## config.mk

```make
export PLATFORM = sky130hd
export DESIGN_NAME = td4_prog_loader
export DESIGN_NICKNAME = d
export VERILOG_FILES = /design/src/rtl/td4_pkg.sv /design/src/rtl/td4_prog_loader.sv
export SDC_FILE = /design/constraint.sdc
export NUM_CORES = 1
export LEC_CHECK = 0
export CAP_MARGIN = 30
export CORE_MARGIN = 2
export CORE_UTILIZATION = 50
export DETAILED_ROUTE_END_ITERATION = 10
export PLACE_DENSITY = 0.67
export SYNTH_ARGS = -nofsm -noshare
export SYNTH_HDL_FRONTEND = slang
export SYNTH_SLANG_ARGS = --single-unit
```

## constraint.sdc

```tcl
create_clock -name clock -period 4.6 [get_ports clock]
set_input_delay 0.92 -clock clock [delete_from_list [all_inputs] [get_ports clock]]
set_output_delay 0.92 -clock clock [all_outputs]
set_load 0.1 [all_outputs]
```

## src/rtl/td4_pkg.sv

```systemverilog
// +--------------------------------------------------------------+
// | td4_pkg: shared constants and loader state type for TD4       |
// | rev 1.0                                                       |
// +--------------------------------------------------------------+
`default_nettype none

package td4_pkg;

  localparam int PROG_DEPTH = 16;
  localparam int PROG_AW    = 4;
  localparam int INSTR_W    = 8;

  typedef enum logic [1:0] {
    IDLE   = 2'd0,
    LOAD   = 2'd1,
    CSUM   = 2'd2,
    COMMIT = 2'd3
  } loader_state_t;

endpackage

`default_nettype wire

```

## src/rtl/td4_prog_loader.sv

```systemverilog
// +--------------------------------------------------------------+
// | td4_prog_loader: 16x8 program store with framed serial loader |
// | rev 1.0                                                       |
// +--------------------------------------------------------------+
`default_nettype none

module td4_prog_loader
  import td4_pkg::*;
#(
  parameter logic [7:0] SYNC_BYTE = 8'hA5,
  parameter int         TIMEOUT   = 1000,
  parameter bit         BOOT_HOLD = 1'b1
) (
  input  logic                 clock,
  input  logic                 reset,
  input  logic [INSTR_W-1:0]   rx_data,
  input  logic                 rx_valid,
  output logic                 rx_ready,
  input  logic [PROG_AW-1:0]   fetch_addr,
  output logic [INSTR_W-1:0]   fetch_data,
  output logic                 cpu_reset_n,
  output logic                 loading,
  output logic                 load_done,
  output logic                 load_err
);

  localparam int                TW       = $clog2(TIMEOUT);
  localparam logic [TW-1:0]     TMO_LAST = TW'(TIMEOUT - 1);
  localparam logic [PROG_AW-1:0] IDX_LAST = PROG_AW'(PROG_DEPTH - 1);

  loader_state_t       state, next_state;
  logic [INSTR_W-1:0]  mem [PROG_DEPTH];
  logic [PROG_AW-1:0]  idx;
  logic [INSTR_W-1:0]  sum;
  logic [TW-1:0]       tmo;
  logic                ready_en;

  logic                accept;
  logic                in_frame;
  logic                is_sync;
  logic [TW-1:0]       tmo_next;
  logic                timeout;

  assign accept   = rx_valid & rx_ready;
  assign in_frame = (state == LOAD) || (state == CSUM);
  assign is_sync  = (rx_data == SYNC_BYTE);
  assign tmo_next = tmo + 1'b1;
  // Fires on the idle cycle that would bring tmo to TIMEOUT-1; an accepted byte always wins.
  assign timeout  = in_frame && !accept && (tmo_next == TMO_LAST);

  always_ff @(posedge clock or negedge reset) begin
    if (!reset) state <= IDLE;
    else        state <= next_state;
  end

  always_comb begin
    next_state = state;
    case (state)
      IDLE:   if (accept && is_sync) next_state = LOAD;
      LOAD: begin
        if (accept && (idx == IDX_LAST)) next_state = CSUM;
        else if (timeout)                next_state = IDLE;
      end
      CSUM: begin
        if (accept)       next_state = (rx_data == sum) ? COMMIT : IDLE;
        else if (timeout) next_state = IDLE;
      end
      COMMIT: next_state = IDLE;
      default: next_state = IDLE;
    endcase
  end

  always_comb begin
    rx_ready   = ready_en && (state != COMMIT);
    loading    = in_frame;
    fetch_data = in_frame ? '0 : mem[fetch_addr];
  end

  always_ff @(posedge clock or negedge reset) begin
    if (!reset) begin
      for (int i = 0; i < PROG_DEPTH; i++) mem[i] <= '0;
      idx         <= '0;
      sum         <= '0;
      tmo         <= '0;
      ready_en    <= 1'b0;
      load_done   <= 1'b0;
      load_err    <= 1'b0;
      cpu_reset_n <= !BOOT_HOLD;
    end else begin
      ready_en  <= 1'b1;
      load_done <= (state == COMMIT);
      case (state)
        IDLE: begin
          if (accept && is_sync) begin
            idx         <= '0;
            sum         <= '0;
            tmo         <= '0;
            load_err    <= 1'b0;
            cpu_reset_n <= 1'b0;
          end
        end
        LOAD: begin
          if (accept) begin
            mem[idx] <= rx_data;
            sum      <= sum + rx_data;
            idx      <= idx + 1'b1;
            tmo      <= '0;
          end else if (timeout) begin
            tmo      <= '0;
            load_err <= 1'b1;
          end else begin
            tmo <= tmo_next;
          end
        end
        CSUM: begin
          if (accept) begin
            tmo <= '0;
            if (rx_data != sum) load_err <= 1'b1;
          end else if (timeout) begin
            tmo      <= '0;
            load_err <= 1'b1;
          end else begin
            tmo <= tmo_next;
          end
        end
        COMMIT: cpu_reset_n <= 1'b1;
        default: ;
      endcase
    end
  end

endmodule

`default_nettype wire
```

==> results of run 1 <==
==> worst min-delay path by stage <==
stage                                  start             endpoint  slack, ns  cells after the start
final                                  reset  mem[88]$_DFFE_PN0P_       0.48                      1
after global routing                   reset  mem[26]$_DFFE_PN0P_       0.49                      1
after CTS                              reset  mem[74]$_DFFE_PN0P_       0.48                      1
after detailed placement  sum[2]$_DFFE_PN0P_   sum[2]$_DFFE_PN0P_       0.49                      2
after global placement    sum[0]$_DFFE_PN0P_   sum[0]$_DFFE_PN0P_       0.47                      2
after floorplan           sum[0]$_DFFE_PN0P_   sum[0]$_DFFE_PN0P_       0.45                      2
==> area by class of cell <==
class                      count  share of cell area [%]
clock inverter                13                    2.32
sequential                   156                    42.9
timing repair buffer          35                    4.83
clock buffer                  18                    4.83
inverter                      12                   0.495
multi-input combinational    383                    41.7
tap                          211                    2.90
==> worst register-to-register path, cell delays in order (launching register included) <==
cell     delay, ns
dfrtp_1       0.44
inv_1         0.16
ha_1          0.54
and4b_1       0.44
and2_0        0.25
nand3_1       0.50
mux2_2        0.48
==> routing by layer <==
metal | part of all wire, % | wire, um
met1 | 46 | 8090
met4 | 1.2 | 214
met5 | 0 | 0
met3 | 4.5 | 803
met2 | 49 | 8650
==> per-stage QoR <==
stage | setup WS (ns) | hold WS (ns) | util (%) | power, mW | cells
final | 0.615 | 0.479 | 59.4 | 5.17 | 828
after global routing | 0.556 | 0.493 | 59.4 | 5.46 | 828
after CTS | 0.613 | 0.483 | 59.4 | 5.20 | 828
after detailed placement | 0.616 | 0.485 | 55.2 | 3.63 | 797
after global placement | 0.658 | 0.468 | 55.0 | 3.55 | 796
after floorplan | 0.563 | 0.454 | - | 3.18 | 585
==> power groups by stage <==
stage | registers, mW | logic, mW | clock network [mW]
after floorplan | 1.97 | 1.21 | 0
after global placement | 2.10 | 1.45 | 0
after detailed placement | 2.11 | 1.52 | 0
after CTS | 2.10 | 1.52 | 1.58
after global routing | 2.15 | 1.66 | 1.65
final | 2.10 | 1.52 | 1.55
==> flip-flops by register name (all words and copies together) (netlist names) <==
signal	cells
mem	128
tmo	10
idx	4
load_done	1
state	2
ready_en	1
sum	8
load_err	1
cpu_reset_n	1
==> synth_stat cells (all sizes together) (3+ instances only) <==
| cell type | number | area share (%) |
|---|---|---|
| a21oi | 10 | 0.63 |
| and2 | 6 | 0.51 |
| and3 | 3 | 0.24 |
| buf | 9 | 0.74 |
| clkbuf | 25 | 1.2 |
| dfrtp | 156 | 49 |
| ha | 19 | 3.0 |
| inv | 12 | 0.57 |
| mux2 | 129 | 18 |
| mux4 | 40 | 11 |
| nand2 | 43 | 2.0 |
| nand3 | 17 | 1.1 |
| nand3b | 4 | 0.43 |
| nand4 | 6 | 0.48 |
| nor2 | 10 | 0.48 |
| nor2b | 12 | 0.95 |
| nor3 | 8 | 0.57 |
| o2111ai | 4 | 0.44 |
| o211ai | 4 | 0.38 |
| o21ai | 16 | 1.1 |
| or3 | 5 | 0.40 |
| xnor2 | 3 | 0.33 |
| xor2 | 3 | 0.33 |
==> kinds of logic after synthesis <==
family,after synthesis
DFF,156
adders and majority gates,20
xor gates and xnor gates,6
other,1
and+or+nand+nor,129
AOI/OAI and AO/OA,56
buffers and inverters,46
muxes,171
==> impl_metrics.yaml, run 1 <==
run_status:
  outcome: "finished clean"
grt:
  overflow: 0
  antenna_found_initial: 0
  grt_usage_pct: 23.3
  global_route.usage.met1_pct: 32.8
  grt_util_met3_pct: 6.36
  grt_use_met2_pct: 36.2
  busiest_layer: "met2"
  grt_max_degree: 61
  grt_pass1_wl_mm: 28.9
  grt_pass1_vias: 5085
cts:
  cts_tree: "built"
  htreeDepth: 4
  cts_hold_buf: 0
  cts-buffers-inserted: 17
  clkTransAtPathRegs_ns: 0.06
  cts_root_buf: "clkbuf_16"
  cts-resized-gates: 0
  clk_latency_ns: 0.42
  ctsLongestPathBuffers: 2
  cts.sink_count: 156
  cts_setup_buffers: 0
power:
  peakVddDrop_mv: 0.304
  switchingPower_mw: 1.61
  intPower_mw: 3.56
  powerDensity_mw_per_mm2: 568
  combPwrFrac_pct: 29.3
  p_seq_share_pct: 40.7
  power_leakage_nw: 4.14
  swShare_pct: 31.2
  clkPwrFrac_pct: 29.9
worst_setup_path:
  crit_buf_inv: 3
  crit_chain: "clkdlybuf4s50_1, buf_4, mux4_2, mux4_2, nor2b_1, buf_12"
  r2r_start: "state[1]$_DFFE_PN0P_"
  ff2ff_path_depth: 6
  regToRegSetupSlack_ns: 1.69
  cpMaxStageDelayCell: "mux4_2"
  critPathMaxStageDelay_ns: 0.47
  crit_start: "fetch_addr[1]"
  path_delay_family: "buffers and inverters"
  path_depth: 6
  cp.required_ns: 3.68
  crit_end: "fetch_data[7]"
  worst_ep_arrival_time_ns: 3.07
  cp_max_fo: 32
  r2r_end: "mem[14]$_DFFE_PN0P_"
  cp_common_cell: "mux4_2"
  crit_path_end_kind: "output port"
  critical_path_class: "in -> out"
  critPathLaunchType: "input port"
timing:
  timing.max_slew.rel_slack_pct: 29.1
  fin_crit_sh_pct: 86.6
  fin_setup_tns_ns: 0
  slew_violations: 0
  fin_worst_skew_ns: 0.00607
  worstMarginPinSlew_ns: 1.06
  finalHoldViolCount: 0
  period_minus_slack_ns: 3.99
  setup_viol: 0
  fmax_mhz: 251
  rsz0062_at_grt: "false"
placement:
  dpl_cell_area_mm2: 0.00845
  post-dp-hpwl_mm: 11.9
  globalplace.congestion: 0.793
  io_buffers: 27
synth:
  syn-num-nets: 620
  syn_inst: 585
  yosysUniqueCellTypes: 66
  synth_top_family_by_area: "multiplexers"
  yosys_warnings: 0
  seq_area_frac_synth_pct: 49.4
  syn_area_mm2: 0.00790
  avgSynthCellArea_um2: 13.5
  ys_ff_latch: 156
  synthXorXnorAreaFrac_pct: 0.665
  synthSimpleGateAreaFrac_pct: 8.95
  synthMuxAreaShare_pct: 30.1
  synth-edff-count: 0
  synth_adder_area_share_pct: 3.26
  synth_compound_area_share_pct: 5.07
  async_reset_ff_share_pct: 100
  synth_top_flop_cell: "dfrtp_1"
cells_and_area:
  final_cell_mix: "dfrtp_1, mux2_2, nand2_1"
  multi_input_area_mm2: 0.00379
  diodes: 0
  final_area_mm2: 0.00910
  nets: 640
  drive_above_1_share_pct: 37.1
  seq_area_mm2: 0.00390
  mostFrequentLayoutCell: "dfrtp_1"
  areaGrowthSynthToFinish_pct: 15.2
  fillerInstances: 1224
floorplanning:
  die_height_um: 130
  rows: 45
  io_pins: 28
  core_area_mm2: 0.0153
  fp.dieArea_mm2: 0.0168
  start_util_pct: 51.6
  die_w_um: 130
job:
  maxCapViolations: 0
route:
  routed_wl_mm: 17.8
  drt-initial-drc-count: 305
  wire_per_inst_um: 21.4
  ant_nets: 0
  routed_via_density: 6.00
  drcViolationCount: 0
  num_vias: 4969
  dr.pass1.iters: 5
min_path:
  hold_path.class: "in -> async"
Note: power is estimated with default switching activity, not from simulation.
==> run 2: changes to the inputs <==
--- a/config.mk
+++ b/config.mk
@@ -5,7 +5,7 @@
 export SDC_FILE = /design/constraint.sdc
 export NUM_CORES = 1
 export LEC_CHECK = 0
-export CAP_MARGIN = 30
+export CORE_ASPECT_RATIO = 1.2
 export CORE_MARGIN = 2
 export CORE_UTILIZATION = 50
 export DETAILED_ROUTE_END_ITERATION = 10
==> run 2 against run 1 <==
Clock skew rose by 0.0015 ns. Sequential share of layout area grew 0.73 points. Clock power shrank 15%. Worst setup slack worse by 0.065 ns. Maximum frequency is 1.6% lower. Die area about the same. Core utilization shrank 1.8 points. First-iteration DRC count rose by 31%. Critical path type unchanged. Critical endpoint unchanged. Highest routed layer unchanged.
==> impl_metrics.yaml, run 2 (synthesis gave the netlist of run 1 again) <==
cts:
  cts_root_buf: "clkbuf_16"
  clkTransAtPathRegs_ns: 0.06
  cts_tree: "built"
  cts-resized-gates: 0
  cts_hold_buf: 0
  cts_setup_buffers: 0
  cts.sink_count: 156
  htreeDepth: 4
  clk_latency_ns: 0.43
  ctsLongestPathBuffers: 2
  cts-buffers-inserted: 17
cells_and_area:
  diodes: 0
  top_register: "mem"
  utilization_pct: 57.7
  mostFrequentLayoutCell: "dfrtp_1"
  drive_above_1_share_pct: 36.6
  finalNonFillerCells: 822
  nets: 638
  largest_reg_flops: 128
  areaGrowthSynthToFinish_pct: 13.3
  top_regs: "mem: 128 flops, tmo: 10 flops, sum: 8 flops"
  final_cell_mix: "dfrtp_1, mux2_2, nand2_1"
floorplanning:
  rows: 50
  die_w_um: 119
  io_pins: 28
  die_height_um: 142
  fp.dieArea_mm2: 0.0168
  core_area_mm2: 0.0155
  start_util_pct: 50.9
worst_setup_path:
  cp.required_ns: 3.68
  crit_chain: "clkdlybuf4s50_1, buf_4, mux4_2, mux4_2, nor2b_1, buf_12"
  critical_path_class: "in -> out"
  crit_path_end_kind: "output port"
  critPathMaxStageDelay_ns: 0.48
  cp_max_fo: 32
  critPathLaunchType: "input port"
  worst_ep_arrival_time_ns: 3.13
  cpMaxStageDelayCell: "clkdlybuf4s50_1"
  cp_common_cell: "mux4_2"
route:
  routed_via_density: 5.95
  wire_per_inst_um: 21.2
  num_vias: 4887
  ant_nets: 0
  drcViolationCount: 0
  routed_wl_mm: 17.4
  dr.pass1.iters: 5
  drt-initial-drc-count: 399
timing:
  fin_setup_tns_ns: 0
  slew_violations: 0
  fin_hold_ws_ns: 0.492
  rsz0062_at_grt: "false"
  finalHoldViolCount: 0
  fmax_mhz: 247
  timing.max_slew.rel_slack_pct: 31.4
  worstMarginPinSlew_ns: 1.02
  fin_crit_sh_pct: 88.0
  setup_viol: 0
  period_minus_slack_ns: 4.05
  fin_worst_skew_ns: 0.00760
run_status:
  outcome: "finished clean"
power:
  combPwrFrac_pct: 30.8
  powerDensity_mw_per_mm2: 547
  intPower_mw: 3.34
  peakVddDrop_mv: 0.262
  clkPwrFrac_pct: 27.1
  power_leakage_nw: 4.07
  swShare_pct: 31.7
  switchingPower_mw: 1.55
  p_seq_share_pct: 42.2
placement:
  io_buffers: 27
  globalplace.congestion: 0.778
  post-dp-hpwl_mm: 11.2
  place_inst: 792
grt:
  antenna_found_initial: 0
  overflow: 0
  grt_pass1_vias: 5021
  grt_max_degree: 105
  grt_pass1_wl_mm: 28.2
  grt_usage_pct: 22.3
min_path:
  hold_path.class: "reg -> reg"
job:
  maxCapViolations: 0
==> run 2: cell count changes in the layout (fill, tap and decap cells not counted), sizes merged <==
cell           delta
clkinv            +3
clkdlybuf4s50     -1
buf               -1
bufinv            -4
inv               -3
clkbuf            +3
==> run 2: power groups by stage <==
stage | clock, mW | sequential (mW) | combinational, mW
6_report | 1.32 | 2.06 | 1.50
5_1_grt | 1.41 | 2.12 | 1.63
4_1_cts | 1.35 | 2.05 | 1.51
3_5_place_dp | 0 | 2.08 | 1.50
3_3_place_gp | 0 | 2.06 | 1.45
2_1_floorplan | 0 | 1.97 | 1.21
==> run 2: path summary, 6_finish.rpt <==
check / from / to / slack, ns / cells after the start
min: sum[2]$_DFFE_PN0P_ / sum[2]$_DFFE_PN0P_ / 0.49 / 2
max reg2reg: state[1]$_DFFE_PN0P_ / mem[24]$_DFFE_PN0P_ / 1.80 / 6
min reg2reg: sum[2]$_DFFE_PN0P_ / sum[2]$_DFFE_PN0P_ / 0.49 / 2
max in group asynchronous: reset / mem[12]$_DFFE_PN0P_ / 3.04 / 2
max: fetch_addr[1] / fetch_data[7] / 0.55 / 6
min in group asynchronous: reset / mem[125]$_DFFE_PN0P_ / 0.58 / 1
==> run 2: cell type report <==
cell class	count	area, um^2
Fill cell	1279	6570
Sequential cell	156	3900
Multi-Input combinational cell	383	3790
Clock buffer	21	460
Timing Repair Buffer	33	389
Tap cell	208	260
Clock inverter	9	91.3
Inverter	12	45.0
==> run 2: routing by layer <==
layer	vias to the layer above	wire (um)	track usage, %	share of wire (%)
li1	2207	-	-	-
met1	2562	7320	28.4	42
met2	88	9070	38.6	52
met3	30	670	4.26	3.8
met4	0	345	7.27	2.0
met5	-	0	0	0
==> run 2: stage by stage <==
step	cell area [um^2]	power, mW	worst slack [ns]
2_1_floorplan	7900	3.18	0.563
3_3_place_gp	8390	3.51	0.623
3_5_place_dp	8390	3.58	0.559
4_1_cts	8940	4.92	0.555
5_1_grt	8940	5.16	0.500
6_report	8940	4.89	0.550
==> run 2: critical path: cells and delay by family <==
family,cells,cell delay [ns]
multiplexers,2,0.86
buffers and inverters,3,1.14
AND/OR/NAND/NOR,1,0.19
==> run 3: changes to the inputs <==
--- a/config.mk
+++ b/config.mk
@@ -6,9 +6,9 @@
 export NUM_CORES = 1
 export LEC_CHECK = 0
 export CORE_ASPECT_RATIO = 1.2
-export CORE_MARGIN = 2
 export CORE_UTILIZATION = 50
 export DETAILED_ROUTE_END_ITERATION = 10
+export GPL_ROUTABILITY_DRIVEN = 0
 export PLACE_DENSITY = 0.67
 export SYNTH_ARGS = -nofsm -noshare
 export SYNTH_HDL_FRONTEND = slang
==> run 3 against run 2 <==
Hold slack worse by 0.0045 ns. Clock-buffer cell count shrank 2. First-iteration DRC count shrank 45%. Via count down 1.4%. Flip-flop and latch count unchanged. Global-route usage increased by 1.5 points. Worst setup slack gained 0.0091 ns. Clock power is 18% higher. Clock skew decreased by 0.0028 ns. Total power rose by 4.7%. Non-clock buffer count fell by 2. Largest power group unchanged.
==> impl_metrics.yaml, run 3 (synthesis gave the netlist of run 1 again) <==
run_status:
  outcome: "finished clean"
cells_and_area:
  top_register: "mem"
  nets: 636
  top_regs: "mem: 128 flops, tmo: 10 flops, sum: 8 flops"
  diodes: 0
  finalNonFillerCells: 818
  largest_reg_flops: 128
  final_cell_mix: "dfrtp_1, mux2_2, nand2_1"
  drive_above_1_share_pct: 36.8
  mostFrequentLayoutCell: "dfrtp_1"
  areaGrowthSynthToFinish_pct: 14.6
cts:
  cts_root_buf: "clkbuf_16"
  clk_latency_ns: 0.42
  cts_setup_buffers: 0
  cts_tree: "built"
  cts.sink_count: 156
  clkTransAtPathRegs_ns: 0.06
  cts-buffers-inserted: 17
  ctsLongestPathBuffers: 2
  cts-resized-gates: 0
  htreeDepth: 4
  cts_hold_buf: 0
grt:
  grt_usage_pct: 23.8
  global_route.usage.met1_pct: 30.5
  busiest_layer: "met2"
  grt_util_met3_pct: 4.05
  overflow: 0
  grt_max_degree: 113
  grt_pass1_wl_mm: 28.4
  grt_use_met2_pct: 41.3
  antenna_found_initial: 0
  grt_pass1_vias: 5017
floorplanning:
  fp.dieArea_mm2: 0.0163
  die_w_um: 117
  io_pins: 28
  die_height_um: 140
  core_area_mm2: 0.0152
  start_util_pct: 51.9
  rows: 49
route:
  drt-initial-drc-count: 219
  dr.pass1.iters: 4
  routed_via_density: 5.89
  num_vias: 4820
  drcViolationCount: 0
  wire_per_inst_um: 21.3
  routed_wl_mm: 17.4
  ant_nets: 0
power:
  powerDensity_mw_per_mm2: 565
  finalPower_mw: 5.12
  power_leakage_nw: 4.11
  peakVddDrop_mv: 0.265
timing:
  rsz0062_at_grt: "false"
  setup_viol: 0
  period_minus_slack_ns: 4.04
  timing.max_slew.rel_slack_pct: 29.9
  fin_worst_skew_ns: 0.00479
  fmax_mhz: 247
  fin_crit_sh_pct: 87.8
  fin_setup_tns_ns: 0
  slew_violations: 0
  finalHoldViolCount: 0
  worstMarginPinSlew_ns: 1.05
placement:
  post-dp-hpwl_mm: 11.1
  place_inst: 786
  io_buffers: 27
min_path:
  hold_path.class: "reg -> reg"
worst_setup_path:
  crit_path_end_kind: "output port"
  critical_path_class: "in -> out"
  crit_chain: "clkdlybuf4s50_1, buf_4, mux4_2, mux4_2, nor2b_1, buf_12"
  critPathLaunchType: "input port"
  path_delay_family: "buffers and inverters"
  critPathMaxStageDelay_ns: 0.48
  cpMaxStageDelayCell: "mux4_2"
  cp_common_cell: "mux4_2"
  crit_buf_inv: 3
  cp_max_fo: 32
  cp.required_ns: 3.68
  worst_ep_arrival_time_ns: 3.12
job:
  maxCapViolations: 0
==> run 3: changes by cell type in the layout (fill, tap and decap cells not counted), sizes merged <==
cell and delta:
clkbuf -2, inv +2, buf -2, clkinvlp +2, bufinv +4, clkinv -4
==> run 3: report_power, final <==
part	switching, mW	internal [mW]
registers	0.265	1.80
clock network	0.576	0.983
logic	0.724	0.773
total	1.57	3.55
==> run 3: per-layer routing <==
metal / vias to the layer above / part of all wire, %
li1: 2208 / -
met1: 2509 / 42
met2: 86 / 53
met3: 17 / 3.3
met4: 0 / 0.88
met5: - / 0
==> run 3: area by class of cell <==
type	count	area (um^2)
clock buffer	19	443
clock inverter	13	213
fill	1228	6150
inverter	12	45.0
multi-input combinational	383	3790
sequential	156	3900
tap	204	255
timing repair buffer	31	399
==> run 3: through the flow <==
stage | util [%] | hold slack (ns) | worst slack [ns] | cell area, um^2
final | 59.5 | 0.488 | 0.559 | 9050
after global routing | 59.5 | 0.514 | 0.513 | 9050
after CTS | 59.5 | 0.494 | 0.564 | 9050
after detailed placement | 55.2 | 0.480 | 0.571 | 8400
after global placement | 55.2 | 0.468 | 0.624 | 8400
after floorplan | - | 0.454 | 0.563 | 7900
==> run 3: tightest hold or removal path, cell delays in order, from the launching register on <==
cell     delay (ns)
dfrtp_1        0.34
nand2_1        0.04
o21ai_0        0.06
==> run 3: path summary, 6_finish.rpt <==
path	depth (start not counted)	startpoint	to	slack [ns]
max in group asynchronous	2	reset	mem[34]$_DFFE_PN0P_	3.10
worst max register to register	6	state[1]$_DFFE_PN0P_	mem[13]$_DFFE_PN0P_	1.66
worst min register to register	2	sum[2]$_DFFE_PN0P_	sum[2]$_DFFE_PN0P_	0.49
worst min-delay path	2	sum[2]$_DFFE_PN0P_	sum[2]$_DFFE_PN0P_	0.49
worst max-delay path	6	fetch_addr[1]	fetch_data[7]	0.56
min in group asynchronous	1	reset	mem[112]$_DFFE_PN0P_	0.63
==> patch, RTL diff (config.mk and constraints of run 3) <==
Change the parameter `TIMEOUT` from 1000 to 2000.
--- a/src/rtl/td4_prog_loader.sv
+++ b/src/rtl/td4_prog_loader.sv
@@ -8,7 +8,7 @@
   import td4_pkg::*;
 #(
   parameter logic [7:0] SYNC_BYTE = 8'hA5,
-  parameter int         TIMEOUT   = 1000,
+  parameter int         TIMEOUT   = 2000,
   parameter bit         BOOT_HOLD = 1'b1
 ) (
   input  logic                 clock,
Behaviour: no difference found for any inputs over 10 cycles, from zero or initial values and one cycle with reset low; that may be too few to reach the edited logic, so the function may still have changed.
==> patch against run 3 <==
First-iteration DRC count grew 30%. Clock skew rose by 0.0030 ns. Total power fell by 7.9%. Cell area is 0.32% lower. Register-to-register slack better by 0.11 ns. Sequential power shrank 5%. Cell count shrank 0.24%. Routed wire length up 2.0%. Global-route usage grew 0.47 points. Worst setup slack improved by 0.18 ns. Combinational power fell by 11%. Fmax increased by 4.6%. Sequential cell count is 1 higher. Area after synthesis is 0.54% lower. Critical endpoint is now fetch_data[1]. Largest cell class unchanged. Largest power group unchanged.
==> patch: results <==
[placement]
dp_slack_ns = 0.726
dp.cells = 784
hpwl_um = 11700

[synthesis]
ys_seq_area_share_pct = 50.0
post_synth_mux_area_share_pct = 30.3
synth.area.top_cells = "dfrtp_1 (50%), mux2_2 (18%), mux4_2 (11%), ha_1 (3.0%), nand2_1 (1.7%)"
synth-compound-area-share_pct = 4.86
synthCells = 575
syn_nets = 610
synth.distinct_cells = 60
synth-adder-area-share_pct = 3.28
synth_top_area_share_pct = 50.0

[final_layout]
fin_nets = 634
drive_above_1_share_pct = 37.6
ff_latch_area_um2 = 3930
stdcell_count = 816
reg.largest.list = "mem: 128 flops, tmo: 11 flops, sum: 8 flops"

[drt]
initialDrtViolationCount = 284
viasPerCell = 5.97
wl_per_cell_um = 21.8

[power]
peakVddDrop_uv = 270

[outcome]
status = "finished clean"

[setup_path]
arrival_ns = 2.94
crit_path_max_incr_delay_ns = 0.53

[global_routing]
grt_pass1_vias = 5169
grt_max_degree = 114
track_usage_pct = 24.3

[sta]
worstMarginPinSlew_ns = 1.03
finalClockSkew_ns = 0.00780
## patch: worst paths after layout
| check | startpoint | end | slack [ns] | cells past startpoint |
|---|---|---|---|---|
| setup reg to reg | state[1] | mem[2] | 1.77 | 6 |
| hold / removal | load_err | load_err | 0.50 | 1 |
| min in group asynchronous | reset | state[0] | 0.61 | 1 |
| max in group asynchronous | reset | cpu_reset_n | 3.03 | 2 |
| setup / recovery | fetch_addr[0] | fetch_data[1] | 0.74 | 6 |
| hold reg to reg | load_err | load_err | 0.50 | 1 |
## patch: cells by family after synthesis
| kind of cell | after synthesis |
|---|---|
| fa+ha+maj | 20 |
| other cells | 1 |
| flops | 157 |
| mux | 172 |
| compound gates | 55 |
| buf+inv | 47 |
| xor+xnor | 7 |
| simple gates | 116 |
## patch: routing by layer
metal	GRT usage (%)	share of wire, %	wire [um]	vias up
li1	-	-	-	2191
met3	5.36	4.7	839	16
met4	7.29	1.1	201	0
met1	31.2	41	7350	2552
met2	40.9	53	9400	109
met5	0	0	0	-
## patch: cell type report
class                   count  area share, %
clock buffers              18           4.76
clock inverters            14           1.87
inverters                  14          0.582
multi-input cells         371           41.3
flip-flops and latches    157           43.5
well taps                 204           2.83
repair buffers             38           5.14
## patch: worst register-to-register path: cells and delay by family, from the launching register on
kind          cells  cell delay [ns]
flops             1             0.43
mux               1             0.45
fa+ha+maj         1             0.54
simple gates      3             1.15
buf+inv           1             0.14
## patch: report_power, final
| group | switching, mW | total (mW) | internal (mW) |
|---|---|---|---|
| Combinational | 0.692 | 1.34 | 0.652 |
| Clock | 0.566 | 1.42 | 0.853 |
| Sequential | 0.223 | 1.95 | 1.73 |
